$ cat src/rtl/filter_result_writer_if.sv
// Pixel-in / memory-write bundle of the filter result writer.
// The slave modport is the writer itself; master is the controller plus output memory.
interface filter_result_writer_if #(
    parameter int PIX_W  = 8,
    parameter int PACK   = 4,
    parameter int ADDR_W = 8
);
    logic                    in_wr;
    logic [PIX_W-1:0]        in_pix;
    logic                    in_last;
    logic                    in_ready;
    logic                    mem_wr_en;
    logic [ADDR_W-1:0]       mem_addr;
    logic [PIX_W*PACK-1:0]   mem_wdata;
    logic [PACK-1:0]         mem_wstrb;
    logic                    mem_ack;
    logic                    busy;
    logic                    flush_done;
    logic                    overflow;

    modport master (
        output in_wr, in_pix, in_last, mem_ack,
        input  in_ready, mem_wr_en, mem_addr, mem_wdata, mem_wstrb, busy, flush_done, overflow
    );

    modport slave (
        input  in_wr, in_pix, in_last, mem_ack,
        output in_ready, mem_wr_en, mem_addr, mem_wdata, mem_wstrb, busy, flush_done, overflow
    );
endinterface

$ cat src/rtl/filter_result_writer.sv
// Packs filtered pixels PACK-per-word, queues the words in a small FIFO and writes
// them to consecutive output-memory addresses; flushes a partial word at end of image.
module filter_result_writer #(
    parameter int              PIX_W      = 8,
    parameter int              PACK       = 4,
    parameter int              FIFO_DEPTH = 4,
    parameter int              ADDR_W     = 8,
    parameter logic [ADDR_W-1:0] BASE_ADDR = '0
) (
    input  logic                   clk,
    input  logic                   rst_n,
    filter_result_writer_if.slave  bus
);
    localparam int LANE_W = (PACK > 1) ? $clog2(PACK) : 1;
    localparam int PTR_W  = $clog2(FIFO_DEPTH);
    localparam int WORD_W = PIX_W * PACK;
    localparam logic [LANE_W-1:0] LAST_LANE = LANE_W'(PACK - 1);
    localparam logic [PTR_W:0]    FULL_CNT  = (PTR_W + 1)'(FIFO_DEPTH);

    localparam logic [1:0] ST_RUN        = 2'd0;
    localparam logic [1:0] ST_FLUSH_PUSH = 2'd1;
    localparam logic [1:0] ST_DRAIN      = 2'd2;
    localparam logic [1:0] ST_DONE       = 2'd3;

    logic [1:0]                   state;
    logic [LANE_W-1:0]            lane;
    logic [PACK-1:0][PIX_W-1:0]   pack_reg;
    logic [WORD_W-1:0]            fifo_data [FIFO_DEPTH];
    logic [PACK-1:0]              fifo_strb [FIFO_DEPTH];
    logic [PTR_W-1:0]             wr_ptr;
    logic [PTR_W-1:0]             rd_ptr;
    logic [PTR_W:0]               count;
    logic [ADDR_W-1:0]            addr_q;
    logic                         overflow_q;

    logic              fifo_full;
    logic              fifo_empty;
    logic              ready;
    logic              accept;
    logic              word_done;
    logic              flush_push;
    logic              push;
    logic              pop;
    logic              lane_zero_after;
    logic [WORD_W-1:0] push_word;
    logic [PACK-1:0]   push_strb;

    assign fifo_full  = (count == FULL_CNT);
    assign fifo_empty = (count == '0);
    // A full FIFO refuses pixels even when a pop happens on the same edge.
    assign ready      = (state == ST_RUN) && !fifo_full;
    assign accept     = bus.in_wr && ready;
    assign word_done  = accept && (lane == LAST_LANE);
    assign flush_push = (state == ST_FLUSH_PUSH) && !fifo_full;
    assign push       = word_done || flush_push;
    assign pop        = !fifo_empty && bus.mem_ack;
    assign lane_zero_after = word_done || (!accept && (lane == '0));

    // NOTE: every output of a combinational block gets a default first, so no path infers a latch.
    always_comb begin
        push_word = '0;
        push_strb = '0;
        for (int i = 0; i < PACK; i++) begin
            if (word_done) begin
                push_strb[i] = 1'b1;
                push_word[i*PIX_W +: PIX_W] = (LANE_W'(i) == lane) ? bus.in_pix : pack_reg[i];
            end else if (i < int'(lane)) begin
                push_strb[i] = 1'b1;
                push_word[i*PIX_W +: PIX_W] = pack_reg[i];
            end
        end
    end

    // NOTE: state registers use non-blocking assignments so every flop samples pre-edge values.
    always_ff @(posedge clk or negedge rst_n) begin
        if (!rst_n) begin
            state      <= ST_RUN;
            lane       <= '0;
            pack_reg   <= '0;
            wr_ptr     <= '0;
            rd_ptr     <= '0;
            count      <= '0;
            addr_q     <= BASE_ADDR;
            overflow_q <= 1'b0;
        end else begin
            if (accept)
                pack_reg[lane] <= bus.in_pix;

            if (word_done || flush_push)
                lane <= '0;
            else if (accept)
                lane <= lane + LANE_W'(1);

            if (bus.in_wr && !ready)
                overflow_q <= 1'b1;

            if (push)
                wr_ptr <= wr_ptr + PTR_W'(1);
            if (pop)
                rd_ptr <= rd_ptr + PTR_W'(1);

            case ({push, pop})
                2'b10:   count <= count + (PTR_W + 1)'(1);
                2'b01:   count <= count - (PTR_W + 1)'(1);
                default: count <= count;
            endcase

            if (state == ST_DONE)
                addr_q <= BASE_ADDR;
            else if (pop)
                addr_q <= addr_q + ADDR_W'(1);

            case (state)
                ST_RUN:        if (bus.in_last) state <= lane_zero_after ? ST_DRAIN : ST_FLUSH_PUSH;
                ST_FLUSH_PUSH: if (!fifo_full) state <= ST_DRAIN;
                ST_DRAIN:      if (fifo_empty) state <= ST_DONE;
                ST_DONE:       state <= ST_RUN;
                default:       state <= ST_RUN;
            endcase
        end
    end

    // NOTE: FIFO storage is not reset; the outputs below are forced to zero while it is empty.
    always_ff @(posedge clk) begin
        if (push) begin
            fifo_data[wr_ptr] <= push_word;
            fifo_strb[wr_ptr] <= push_strb;
        end
    end

    assign bus.in_ready   = ready;
    assign bus.mem_wr_en  = !fifo_empty;
    assign bus.mem_addr   = addr_q;
    assign bus.mem_wdata  = fifo_empty ? '0 : fifo_data[rd_ptr];
    assign bus.mem_wstrb  = fifo_empty ? '0 : fifo_strb[rd_ptr];
    assign bus.busy       = (state != ST_RUN) || !fifo_empty;
    assign bus.flush_done = (state == ST_DONE);
    assign bus.overflow   = overflow_q;
endmodule
$ cat src/flat_wrapper.sv
// flat-port wrapper written by rule: the top's interface ports become plain ports
module filter_result_writer_flat 
#(
    parameter int              PIX_W      = 8,
    parameter int              PACK       = 4,
    parameter int              FIFO_DEPTH = 4,
    parameter int              ADDR_W     = 8,
    parameter logic [ADDR_W-1:0] BASE_ADDR = '0
)
  (clk, rst_n, bus_in_wr, bus_in_pix, bus_in_last, bus_mem_ack, bus_in_ready, bus_mem_wr_en, bus_mem_addr, bus_mem_wdata, bus_mem_wstrb, bus_busy, bus_flush_done, bus_overflow);
  filter_result_writer_if #(.PIX_W(PIX_W), .PACK(PACK), .ADDR_W(ADDR_W)) bus_i ();
  input  logic clk;
  input  logic rst_n;
  input wire logic [$bits(bus_i.in_wr)-1:0] bus_in_wr;
  input wire logic [$bits(bus_i.in_pix)-1:0] bus_in_pix;
  input wire logic [$bits(bus_i.in_last)-1:0] bus_in_last;
  input wire logic [$bits(bus_i.mem_ack)-1:0] bus_mem_ack;
  output wire logic [$bits(bus_i.in_ready)-1:0] bus_in_ready;
  output wire logic [$bits(bus_i.mem_wr_en)-1:0] bus_mem_wr_en;
  output wire logic [$bits(bus_i.mem_addr)-1:0] bus_mem_addr;
  output wire logic [$bits(bus_i.mem_wdata)-1:0] bus_mem_wdata;
  output wire logic [$bits(bus_i.mem_wstrb)-1:0] bus_mem_wstrb;
  output wire logic [$bits(bus_i.busy)-1:0] bus_busy;
  output wire logic [$bits(bus_i.flush_done)-1:0] bus_flush_done;
  output wire logic [$bits(bus_i.overflow)-1:0] bus_overflow;
  assign bus_i.in_wr = bus_in_wr;
  assign bus_i.in_pix = bus_in_pix;
  assign bus_i.in_last = bus_in_last;
  assign bus_i.mem_ack = bus_mem_ack;
  assign bus_in_ready = bus_i.in_ready;
  assign bus_mem_wr_en = bus_i.mem_wr_en;
  assign bus_mem_addr = bus_i.mem_addr;
  assign bus_mem_wdata = bus_i.mem_wdata;
  assign bus_mem_wstrb = bus_i.mem_wstrb;
  assign bus_busy = bus_i.busy;
  assign bus_flush_done = bus_i.flush_done;
  assign bus_overflow = bus_i.overflow;
  filter_result_writer #(.PIX_W(PIX_W), .PACK(PACK), .FIFO_DEPTH(FIFO_DEPTH), .ADDR_W(ADDR_W), .BASE_ADDR(BASE_ADDR)) u_core (.clk(clk), .rst_n(rst_n), .bus(bus_i));
endmodule
$ cat config.mk
export PLATFORM = sky130hd
export DESIGN_NAME = filter_result_writer_flat
export DESIGN_NICKNAME = d
export VERILOG_FILES = /design/src/rtl/filter_result_writer_if.sv /design/src/rtl/filter_result_writer.sv /design/src/flat_wrapper.sv
export SDC_FILE = /design/constraint.sdc
export NUM_CORES = 1
export LEC_CHECK = 0
export BUFFER_PORTS_ARGS = -buffer_cell sky130_fd_sc_hd__buf_2
export CORE_AREA = 2 2 177 179
export CTS_CLUSTER_DIAMETER = 150
export DETAILED_ROUTE_END_ITERATION = 10
export DIE_AREA = 0 0 179 181
export GPL_TIMING_DRIVEN = 1
export SKIP_LAST_GASP = 1
export SLEW_MARGIN = 25
export SYNTH_ARGS = -nofsm -noshare
export SYNTH_HDL_FRONTEND = slang
export SYNTH_SLANG_ARGS = --single-unit
$ cat constraint.sdc
create_clock -name clk -period 7.7 [get_ports clk]
set_input_delay 1.54 -clock clk [delete_from_list [all_inputs] [get_ports clk]]
set_output_delay 1.54 -clock clk [all_outputs]
set_load 0.01 [all_outputs]
==> results.txt <==
----------------------------------------------------
[Clock tree]
  Clock transition time at the flip-flop clock pins of the worst setup and hold paths ... 0.08 ns
  Post-cts repair resize count ... 0
  TritonCTS Buffers ... 17
  Insertion delay to the later sink of the worst-skew pair ... 0.44 ns
  TritonCTS clock tree ... yes
  Number of levels in the clock H-tree ... 4
  Post-CTS setup buffer count ... 0
  Hold-fix buffer count after cts ... 0
  CTS sink cnt ... 188
  Root buffer cell ... sky130_fd_sc_hd__clkbuf_16
  Maximum root-to-sink buffer count ... 2

[GRT]
  Overflow after GRT ... 0
  Global-route wire length before repair ... 26,900 µm
  Number of global-route vias before repair ... 4,461
  Number of antenna violations at the first check in global routing ... 0
  Gr usage total ... 11.1%
  Grt met3 use ... 2.78%
  GR Layer Usage met2 ... 17.7%
  Layer with the highest usage after global routing ... met2
  Met1 GRT Util ... 14.9%
  Largest net degree at the start of global routing ... 45

[Logic synthesis]
  Sequential area share after synthesis ... 66.7%
  Post-synth top flop ... sky130_fd_sc_hd__edfxtp_1
  Mapped Cells ... 498
  Count of synthesis-stage warnings from yosys ... 0
  Ys async rst share ... 23.4%
  Number of distinct library cell variants in the gate-level netlist after synthesis ... 49
  Post-synth design cell area ... 8130 µm²
  Number of nets produced by synthesis ... 528
  Number of flops mapped to enable cells by yosys ... 144
  Avg Inst Size Synth ... 16.3 µm²
  Number of synthesized register bits ... 188

[Layout]
  Diode count ... 0
  Nets ... 589
  Core utilization of the finished layout ... 31.3%
  Most used cells in the layout excluding fill and tap cells ... sky130_fd_sc_hd__edfxtp_1 (144), sky130_fd_sc_hd__buf_2 (61), sky130_fd_sc_hd__dfrtp_1 (43), sky130_fd_sc_hd__and2_1 (37), sky130_fd_sc_hd__mux4_2 (36)
  Number of flip-flops under the largest register name ... 128
  Area of all placed cells without fillers ... 9480 µm²
  Synthesis-to-finish area growth ... 16.6%
  Commonest non-fill, non-tap cell in the layout ... sky130_fd_sc_hd__edfxtp_1
  Share of final-layout standard cells stronger than drive strength 1 ... 28.0%

[Timing]
  Final period utilization ... 52.9%
  Final-report setup violation count ... 0
  Final worst clock skew ... 0.0117 ns
  RSZ-0062 raised after global routing ... no
  Number of hold violations in the final report ... 0
  Worst slew margin relative to its limit ... 42.1%
  Highest achievable clock rate ... 245 MHz
  Time the worst path needs with I/O delays and setup ... 4.07 ns
  Slew Limit Fails ... 0
  Worst Max-Slew Pin Slew ... 0.869 ns
  Setup TNS ... 0 ns

[Floorplanning]
  Die span in y ... 181 µm
  Die outline area ... 32,400 µm²
  Starting density of the core ... 26.8%
  Horiz. Die Dim ... 179 µm
  Number of placement rows ... 64
  Number of placed I/O pins ... 62
  Core Area ... 30,300 µm²

[Power and ir drop]
  Leak ... 3.54 nW
  Peak supply drop ... 0.168 mV
  Total power draw ... 3.60 mW
  Ratio of total power to cell area ... 380 nW/µm²

[Routing]
  Overall via count from detail_route ... 4,361
  Post-DR vias/cell ... 4.51
  TritonRoute pass-1 iters ... 5
  Count of nets left with antenna violations after detail routing ... 0
  DR WL/cell ... 18.0 µm
  Final routed DRC violation total ... 0
  Final WL ... 17,400 µm
  Detailed router's first-iteration violation count ... 349

[Job]
  Count of maximum capacitance violations ... 0

[Worst setup path]
  Path type of the worst setup path ... reg2out
  Startpoint type of the worst setup path ... flip-flop
  Highest net fanout along the worst path ... 21
  Critical Path RT ... 6.16 ns
  Data arrival time at the worst-slack endpoint ... 2.53 ns
  Beginning of the critical path ... u_core.rd_ptr[1]
  Kind of end point of the critical path ... output pin
  Critical register-to-register path startpoint ... u_core.lane[1]

[Worst hold path]
  Startpoint of the worst hold path ... u_core.bus.overflow
  Hold Crit Class ... reg2reg

[Placement]
  Placed cell area ... 8880 µm²
  Number of buffers added on ports ... 61
  Final HPWL from detailed placement ... 10,800 µm
  Final weighted congestion in routability-driven placement ... 0.737

[Run status]
  Status ... finished clean

----------------------------------------------------
==> final cells by class <==
class | count | area, µm²
Fill cell | 2944 | 20900
Sequential cell | 188 | 5430
Multi-Input combinational cell | 248 | 2460
Tap cell | 396 | 495
Clock buffer | 17 | 425
Timing Repair Buffer | 71 | 380
Clock inverter | 15 | 175
Inverter | 33 | 124
==> power by group <==
group | switching (mW) | internal, mW
Clock | 0.435 | 0.438
Combinational | 0.705 | 0.561
Sequential | 0.116 | 1.35
Total | 1.26 | 2.35
==> metal layers <==
layer,part of all wire [%],vias to the layer above,wire (µm)
met4,1.4,0,243
met3,3.8,22,660
li1,-,2028,-
met2,49,93,8450
met1,46,2218,8040
met5,0,-,0
==> critical path: stages (launching register included) <==
cell                      delay (ns)
sky130_fd_sc_hd__dfrtp_1        0.91
sky130_fd_sc_hd__buf_4          0.45
sky130_fd_sc_hd__mux4_2         0.41
sky130_fd_sc_hd__and2_1         0.19
sky130_fd_sc_hd__buf_2          0.14
==> synthesized netlist by cell type, types with 8 or more instances <==
master / count / area (µm²)
sky130_fd_sc_hd__o31ai_1: 18 / 135
sky130_fd_sc_hd__and2_1: 37 / 231
sky130_fd_sc_hd__buf_2: 9 / 45.0
sky130_fd_sc_hd__edfxtp_1: 144 / 4320
sky130_fd_sc_hd__a21oi_1: 14 / 70.1
sky130_fd_sc_hd__o22ai_1: 8 / 50.1
sky130_fd_sc_hd__clkbuf_1: 8 / 30.0
sky130_fd_sc_hd__inv_1: 33 / 124
sky130_fd_sc_hd__ha_1: 16 / 200
sky130_fd_sc_hd__mux4_2: 36 / 811
sky130_fd_sc_hd__and3_1: 9 / 56.3
sky130_fd_sc_hd__mux2i_1: 9 / 90.1
sky130_fd_sc_hd__nand2_1: 16 / 60.1
sky130_fd_sc_hd__dfrtp_1: 44 / 1100
sky130_fd_sc_hd__nand4_1: 13 / 81.3
==> final timing paths <==
check | end | slack (ns) | cells past startpoint
setup / recovery | bus_mem_wstrb[3] | 3.63 | 4
hold / removal | u_core.bus.overflow | 0.46 | 1
setup reg to reg | u_core.fifo_data[2][10] | 4.74 | 5
hold reg to reg | u_core.bus.overflow | 0.46 | 1
max in group asynchronous | u_core.rd_ptr[0] | 6.04 | 2
min in group asynchronous | u_core.bus.overflow | 1.19 | 2
==> per-stage QoR <==
step | setup WS (ns) | std cells | hold slack [ns]
after floorplan | 3.80 | 498 | 0.461
after global placement | 3.97 | 936 | 0.439
after detailed placement | 3.99 | 936 | 0.443
after CTS | 3.56 | 968 | 0.462
after global routing | 3.50 | 968 | 0.472
final | 3.63 | 968 | 0.463
==> kinds of logic after synthesis <==
logic type	share of synthesized area (%)
simple gates	7.97
mux	12.2
compound gates	6.12
flops	66.7
fa+ha+maj	2.71
buf+inv	3.46
xor+xnor	0.861
No activity file was read; power rests on OpenSTA's default activity.
